### src/rtl/nibble_serial_sub_ctrl.sv
// Serial subtractor controller: computes a - b - bin one 4-bit nibble per
// clock, least-significant nibble first, chaining the borrow in a register.
module nibble_serial_sub_ctrl #(
  parameter int unsigned NIBBLES = 4
) (
  input  logic                   clk,
  input  logic                   rst,
  input  logic                   start,
  input  logic [4*NIBBLES-1:0]   a,
  input  logic [4*NIBBLES-1:0]   b,
  input  logic                   bin,
  output logic                   busy,
  output logic                   done,
  output logic [4*NIBBLES-1:0]   diff,
  output logic                   bout
);

  localparam int unsigned WIDTH = 4 * NIBBLES;
  localparam int unsigned IDX_W = (NIBBLES > 1) ? $clog2(NIBBLES) : 1;

  typedef enum logic [1:0] {
    IDLE = 2'd0,
    RUN  = 2'd1,
    DONE = 2'd2
  } state_t;

  state_t             state, state_n;
  logic [IDX_W-1:0]   idx, idx_n;
  logic               borrow, borrow_n;
  logic [WIDTH-1:0]   a_q, a_n;
  logic [WIDTH-1:0]   b_q, b_n;
  logic [WIDTH-1:0]   diff_n;
  logic               bout_n;
  logic               busy_n;
  logic               done_n;

  // Nibble datapath: 5-bit subtract-with-borrow on the selected slice
  logic [IDX_W+1:0]   lsb;
  logic [3:0]         a_nib;
  logic [3:0]         b_nib;
  logic [4:0]         sub;

  always_comb begin
    lsb   = {idx, 2'b00};
    a_nib = a_q[lsb +: 4];
    b_nib = b_q[lsb +: 4];
    sub   = {1'b0, a_nib} - {1'b0, b_nib} - 5'(borrow);
  end

  // State and datapath registers; reset clears everything, aborting any operation
  always_ff @(posedge clk) begin
    if (rst) begin
      state  <= IDLE;
      idx    <= '0;
      borrow <= 1'b0;
      a_q    <= '0;
      b_q    <= '0;
      diff   <= '0;
      bout   <= 1'b0;
      busy   <= 1'b0;
      done   <= 1'b0;
    end else begin
      state  <= state_n;
      idx    <= idx_n;
      borrow <= borrow_n;
      a_q    <= a_n;
      b_q    <= b_n;
      diff   <= diff_n;
      bout   <= bout_n;
      busy   <= busy_n;
      done   <= done_n;
    end
  end

  // Next-state and next-register values; busy/done derived from the next state
  always_comb begin
    state_n  = state;
    idx_n    = idx;
    borrow_n = borrow;
    a_n      = a_q;
    b_n      = b_q;
    diff_n   = diff;
    bout_n   = bout;

    case (state)
      IDLE: begin
        if (start) begin
          a_n      = a;
          b_n      = b;
          borrow_n = bin;
          idx_n    = '0;
          state_n  = RUN;
        end
      end
      RUN: begin
        diff_n[lsb +: 4] = sub[3:0];
        borrow_n         = sub[4];
        if (idx == IDX_W'(NIBBLES - 1)) begin
          bout_n  = sub[4];
          state_n = DONE;
        end else begin
          idx_n = idx + IDX_W'(1);
        end
      end
      DONE: begin
        state_n = IDLE;
      end
      default: begin
        state_n = IDLE;
      end
    endcase

    busy_n = (state_n != IDLE);
    done_n = (state_n == DONE);
  end

endmodule

### config.mk
export PLATFORM = sky130hd
export DESIGN_NAME = nibble_serial_sub_ctrl
export DESIGN_NICKNAME = d
export VERILOG_FILES = /design/src/rtl/nibble_serial_sub_ctrl.sv
export SDC_FILE = /design/constraint.sdc
export NUM_CORES = 1
export LEC_CHECK = 0
export ABC_CLOCK_PERIOD_IN_PS = 5200
export BUFFER_PORTS_ARGS = -buffer_cell sky130_fd_sc_hd__buf_2
export CAP_MARGIN = 20
export CORE_ASPECT_RATIO = 1.75
export CORE_UTILIZATION = 45
export CTS_CLUSTER_DIAMETER = 30
export DETAILED_ROUTE_END_ITERATION = 6
export GPL_TIMING_DRIVEN = 0
export PLACE_DENSITY = 0.74
export SYNTH_ARGS = -nofsm -noshare
export SYNTH_HDL_FRONTEND = slang
export SYNTH_SLANG_ARGS = --single-unit
### constraint.sdc
create_clock -name clk -period 5.2 [get_ports clk]
set_input_delay 1.04 -clock clk [delete_from_list [all_inputs] [get_ports clk]]
set_output_delay 1.04 -clock clk [all_outputs]
set_load 0.005 [all_outputs]
==> flow_summary.yaml, run 1 <==
job:
  cap_viol_max_count: 0
clocking:
  clock_latency_ns: 0.31
  cts_max_path_buffers: 2
  post_cts_buffers: 0
  post_cts_resized: 0
  cts_sinks: 56
  cts.root.buffer_cell: "clkbuf_8"
  htreeDepth: 2
  hold_buffers: 0
  cts-buffers-inserted: 5
  cts_tree: "done"
  cts.clk_slew.worst_paths_ns: 0.09
cells_and_area:
  stdcell_area_sq_um: 2870
  area_growth_pct: 18.0
  antenna_cells: 0
  layout-drive-gt1-share_pct: 22.2
  final_nets: 383
critical_path:
  cp-end-kind: "register"
  critical_path.startpoint_type: "register"
  crit_fanout: 10
  cp.arrival_ns: 3.29
  crit_type: "register to register"
  required_ns: 5.43
detailed_routing:
  routedWlPerCell_um: 14.3
  drt_iter0_drc: 44
  first_pass_iters: 6
  dr_total_vias: 2081
  drc: 6
  wirelength_mm: 5.55
  drtAntennaViolNets: 0
  post_drt_via_cell_ratio: 5.35
global_routing:
  grt_pass1_vias: 2041
  grt_use_total_pct: 20.9
  grt_max_degree: 16
  grt_pass1_wl_mm: 9.07
  grt_overflow: 0
  antenna_found_initial: 0
logic_synthesis:
  yosysWarnings: 0
  synth.largest_area_cell: "dfxtp_1"
  syn_area_per_cell_sq_um: 8.87
  ys_types: 29
  synth_top_cells_by_area: "dfxtp_1, nand2_1, a21oi_1"
  syn_nets: 322
  syn_area_sq_um: 2430
  netlist_instances: 274
  seq_area_frac_synth_pct: 46.1
  yosysTopAreaCellShare_pct: 46.1
  ys_ff_latch: 56
power_and_ir_drop:
  p_leak_nw: 1.21
  peakVddDrop_mv: 0.191
  power.density_nw_per_um2: 308
die:
  start_util_pct: 46.7
  die_h_um: 99.2
  rows: 35
  ioPinCount: 55
  die_w_um: 57.6
  core_area_sq_um: 5210
  die-area_sq_um: 5710
placed_design:
  port_buffers: 54
  dpl.hpwl_mm: 4.36
  dpl_cell_area_sq_um: 2770
  gp_congestion: 0.852
timing:
  fmax_ghz: 0.327
  post-route-period-util_pct: 58.8
  slew_headroom_pct: 61.7
  setup_violations: 0
  grt_setup_unrepaired: "no"
  finClkSkew_ns: 0.00756
  hold_viol_final: 0
  post-route-min-period_ns: 3.06
  tightest_slew_ns: 0.569
  tns_ns: 0
  slew_viol_final: 0
min_path:
  hold_class: "register to register"
run_status:
  status: "finished with violations"
  violations: "DRC"
cell type report:
cell class,instances,area [sq um]
Clock buffer,5,68.8
Timing Repair Buffer,54,270
Sequential cell,56,1120
Tap cell,55,68.8
Clock inverter,1,30.0
Buffer,14,55.1
Multi-Input combinational cell,187,1190
Inverter,17,63.8
Fill cell,515,2340
cell usage in the layout (no fill, tap or decap), drive strengths merged:
master and instances:
nor4b 2, inv 17, a221oi 1, or4bb 1
dfxtp 56, mux4 8, xnor2 2, nor3b 2
clkbuf 16, o21bai 1, and3 1, ha 10
buf 57, and3b 1, a21boi 1, a21oi 36
nor2b 1, nor2 21, nor4 1, bufinv 1
nand3b 7, o21ai 4, a311oi 2, fa 2
nand2 70, a22oi 13
kinds of logic (layout without fill, tap and decap cells):
group	Yosys count	in the layout	synth area share [%]
muxes	8	8	7.41
AOI/OAI and AO/OA	58	58	14.2
buffers and inverters	31	91	4.89
DFF	56	56	46.1
and+or+nand+nor	107	107	19.9
adders and majority gates	12	12	6.79
xor gates and xnor gates	2	2	0.721
through the flow:
step                      setup slack (ns)  cells  util (%)  total power (W)  hold WS, ns
after floorplan                       2.47    274         -         0.000572        0.433
after global placement                2.18    383      53.2         0.000619        0.440
after detailed placement              2.16    383      53.2         0.000625        0.448
after CTS                             2.12    389      55.1         0.000889        0.460
after global routing                  1.87    389      55.1         0.000919        0.485
final                                 2.14    389      55.1         0.000884        0.458
state kept, by name (all words and copies together) (netlist names):
| name | flops |
|---|---|
| borrow | 1 |
| a_q | 16 |
| done | 1 |
| bout | 1 |
| diff | 16 |
| idx | 2 |
| b_q | 16 |
| busy | 1 |
| state | 2 |
critical path, stage by stage (launching register included):
cell and delay [ns]:
dfxtp_1 0.48, buf_2 0.38, mux4_2 0.57, fa_1 0.42, ha_1 0.21, or4bb_1 0.49, a21oi_1 0.16, a311oi_2 0.10
o21ai_0 0.17
path summary, 6_finish.rpt:
path / start / end / slack, ns / cells past startpoint
max: idx[0]$_SDFFE_PP0P_ / diff[7]$_SDFFE_PP0P_ / 2.14 / 8
min: a_q[13]$_SDFFE_PP0P_ / a_q[13]$_SDFFE_PP0P_ / 0.46 / 2
max reg2reg: idx[0]$_SDFFE_PP0P_ / diff[7]$_SDFFE_PP0P_ / 2.14 / 8
min reg2reg: a_q[13]$_SDFFE_PP0P_ / a_q[13]$_SDFFE_PP0P_ / 0.46 / 2
synthesized netlist by cell type:
library cell  instances
nor3b_1               1
nor3b_2               1
a21boi_0              1
inv_1                17
nor2_1               21
buf_2                 2
nand3b_1              7
a21oi_1              36
o21ai_0               2
a221oi_1              1
fa_1                  2
a22oi_1              13
nor2b_1               1
dfxtp_1              56
a311oi_1              1
mux4_2                8
and3b_1               1
buf_1                 1
xnor2_1               2
nor4_1                1
o21bai_1              1
or4bb_1               1
clkbuf_1             11
ha_1                 10
nand2_1              70
o21ai_1               2
nor4b_2               2
and3_1                1
a311oi_2              1
routing by layer:
| metal | wire length [um] | global-route usage, % | vias to the layer above |
|---|---|---|---|
| met5 | 0 | 0 | - |
| met4 | 139 | 8.63 | 0 |
| met3 | 185 | 2.73 | 10 |
| met2 | 3170 | 40.9 | 51 |
| met1 | 2050 | 21.2 | 978 |
| li1 | - | - | 1042 |
where the power goes:
| part | switching [W] | leakage [nW] | internal [W] | total [W] |
|---|---|---|---|---|
| Sequential | 0.0000119 | 0.457 | 0.000450 | 0.000461 |
| Clock | 0.000131 | 0.0501 | 0.000138 | 0.000269 |
| Combinational | 0.0000914 | 0.699 | 0.0000625 | 0.000154 |
Note: power is estimated with default switching activity, not from simulation.
==> run 2, diff against run 1 <==
- ABC_CLOCK_PERIOD_IN_PS: 5200 -> 2750
- PLACE_DENSITY: 0.74 -> 0.77
- clock period: 5.2 -> 2.75 ns (I/O delays scaled with it)
==> flow_summary.yaml, run 2 (synthesis results as in run 1) <==
run_status:
  status: "finished with violations"
  violations: "DRC"
timing:
  post-route-period-util_pct: 98.5
  slew_viol_final: 0
  tightest_slew_ns: 0.654
  fmax_ghz: 0.369
  setup_violations: 0
  slew_headroom_pct: 56.0
  finClkSkew_ns: 0.0121
  hold_ws_ns: 0.460
  post-route-min-period_ns: 2.71
  grt_setup_unrepaired: "yes"
  hold_viol_final: 0
power_and_ir_drop:
  p_leak_nw: 1.24
  p_int_w: 0.00134
  p_sw_share_pct: 25.6
  power.switching_w: 0.000461
  power.density_nw_per_um2: 610
  seqPwrFrac_pct: 48.7
  finalPower_w: 0.00180
  peakVddDrop_mv: 0.444
  clockPowerShare_pct: 34.7
  p_comb_share_pct: 16.7
critical_path:
  max_stage_delay_ns: 0.52
  required_ns: 2.99
  worstReg2RegStart: "idx[0]$_SDFFE_PP0P_"
  r2r-end: "diff[7]$_SDFFE_PP0P_"
  crit_type: "register to register"
  cp.arrival_ns: 2.95
  crit_chain: "buf_12 > mux4_2 > fa_2 > ha_1 > or4bb_1 > a21oi_1 > a311oi_2 > o21ai_0"
  cp-startpoint: "idx[0]$_SDFFE_PP0P_"
  cp_num_buf_inv: 1
  crit_fanout: 10
  critical_path.startpoint_type: "register"
  r2r_cells: 8
  crit_end: "diff[7]$_SDFFE_PP0P_"
  cp_slowest_cell: "mux4_2"
  ff2ff_setup_slack_ns: 0.04
  cp.depth: 8
  crit_family: "adder cells"
  cp-end-kind: "register"
detailed_routing:
  drtAntennaViolNets: 0
  wirelength_mm: 5.63
  routedWlPerCell_um: 14.4
  drc: 1
  first_pass_iters: 7
  drt_iter0_drc: 66
  dr_total_vias: 2095
  post_drt_via_cell_ratio: 5.34
global_routing:
  grt_util_met3_pct: 3.12
  grt_use_total_pct: 21.0
  grt_pass1_wl_mm: 9.14
  use_met1_pct: 20.2
  grt_max_degree: 17
  grt_pass1_vias: 2087
  antenna_found_initial: 0
  grt_overflow: 0
  gr-usage-met2_pct: 39.6
  grt-busiest-layer: "met2"
die:
  core_area_sq_um: 5210
  ioPinCount: 55
  start_util_pct: 46.7
  die_w_um: 57.6
  rows: 35
  die_h_um: 99.2
  die-area_sq_um: 5710
placed_design:
  dpl.hpwl_mm: 4.36
  gp_congestion: 0.841
  port_buffers: 54
clocking:
  cts-buffers-inserted: 5
  cts_max_path_buffers: 2
  cts_sinks: 56
  clock_latency_ns: 0.31
  cts.root.buffer_cell: "clkbuf_8"
  cts.clk_slew.worst_paths_ns: 0.09
  cts_tree: "done"
  htreeDepth: 2
  hold_buffers: 0
cells_and_area:
  antenna_cells: 0
  final_nets: 385
  reg_top3: "a_q (16), b_q (16), diff (16)"
  area_growth_pct: 21.0
  final_common_cell: "nand2_1"
  most-common-layout-cells: "nand2_1, dfxtp_1, buf_2"
  layout-drive-gt1-share_pct: 23.7
job:
  cap_viol_max_count: 0
min_path:
  hold_class: "register to register"
==> run 2: area by class of cell <==
cell class / instances / area (sq um)
fill: 470 / 2270
multi-input combinational: 187 / 1190
sequential: 56 / 1130
timing repair buffer: 56 / 285
buffer: 14 / 76.3
clock buffer: 5 / 68.8
tap: 55 / 68.8
inverter: 17 / 63.8
clock inverter: 2 / 60.1
==> run 2: repair_timing <==
action                     in CTS  in global routing
gates resized for setup         7                  3
buffers inserted                0                  2
setup endpoints to repair      14                  5
==> run 2: metrics by stage <==
stage | setup slack [ns] | utilization (%) | cell area [sq um] | cells | setup TNS [ns]
floorplan | 0.0197 | - | 2430 | 274 | 0
global placement | -0.260 | 53.2 | 2770 | 383 | -1.88
detailed placement | -0.355 | 53.2 | 2770 | 383 | -2.83
CTS | 0.000297 | 56.0 | 2920 | 390 | 0
global route | -0.0123 | 56.5 | 2940 | 392 | -0.0244
finish | 0.0412 | 56.5 | 2940 | 392 | 0
==> run 2: per-layer routing <==
metal  share of wire, %  vias to the layer above  routed length [um]
li1                   -                     1048                   -
met1                 36                      980                2010
met2                 58                       57                3290
met3                3.9                       10                 221
met4                2.0                        0                 110
met5                  0                        -                   0
==> run 2: how the worst min path moves through the flow <==
| stage | startpoint | endpoint | cells after the start | slack, ns |
|---|---|---|---|---|
| after floorplan | a_q[10]$_SDFFE_PP0P_ | a_q[10]$_SDFFE_PP0P_ | 2 | 0.43 |
| after global placement | b_q[1]$_SDFFE_PP0P_ | b_q[1]$_SDFFE_PP0P_ | 2 | 0.44 |
| after detailed placement | a_q[4]$_SDFFE_PP0P_ | a_q[4]$_SDFFE_PP0P_ | 2 | 0.45 |
| after CTS | a_q[4]$_SDFFE_PP0P_ | a_q[4]$_SDFFE_PP0P_ | 2 | 0.46 |
| after global routing | a[14] | a_q[14]$_SDFFE_PP0P_ | 3 | 0.47 |
| final | a_q[1]$_SDFFE_PP0P_ | a_q[1]$_SDFFE_PP0P_ | 2 | 0.46 |
==> run 2: tightest hold or removal path: stages, from the launching register on <==
cell	delay [ns]
dfxtp_1	0.32
nand2_1	0.05
a21oi_1	0.05
==> run 2: power groups by stage <==
stage	sequential, W	combinational, W	clock [W]
global route	0.000878	0.000331	0.000647
global placement	0.000890	0.000278	0
CTS	0.000874	0.000294	0.000621
detailed placement	0.000893	0.000289	0
floorplan	0.000886	0.000195	0
finish	0.000874	0.000299	0.000622
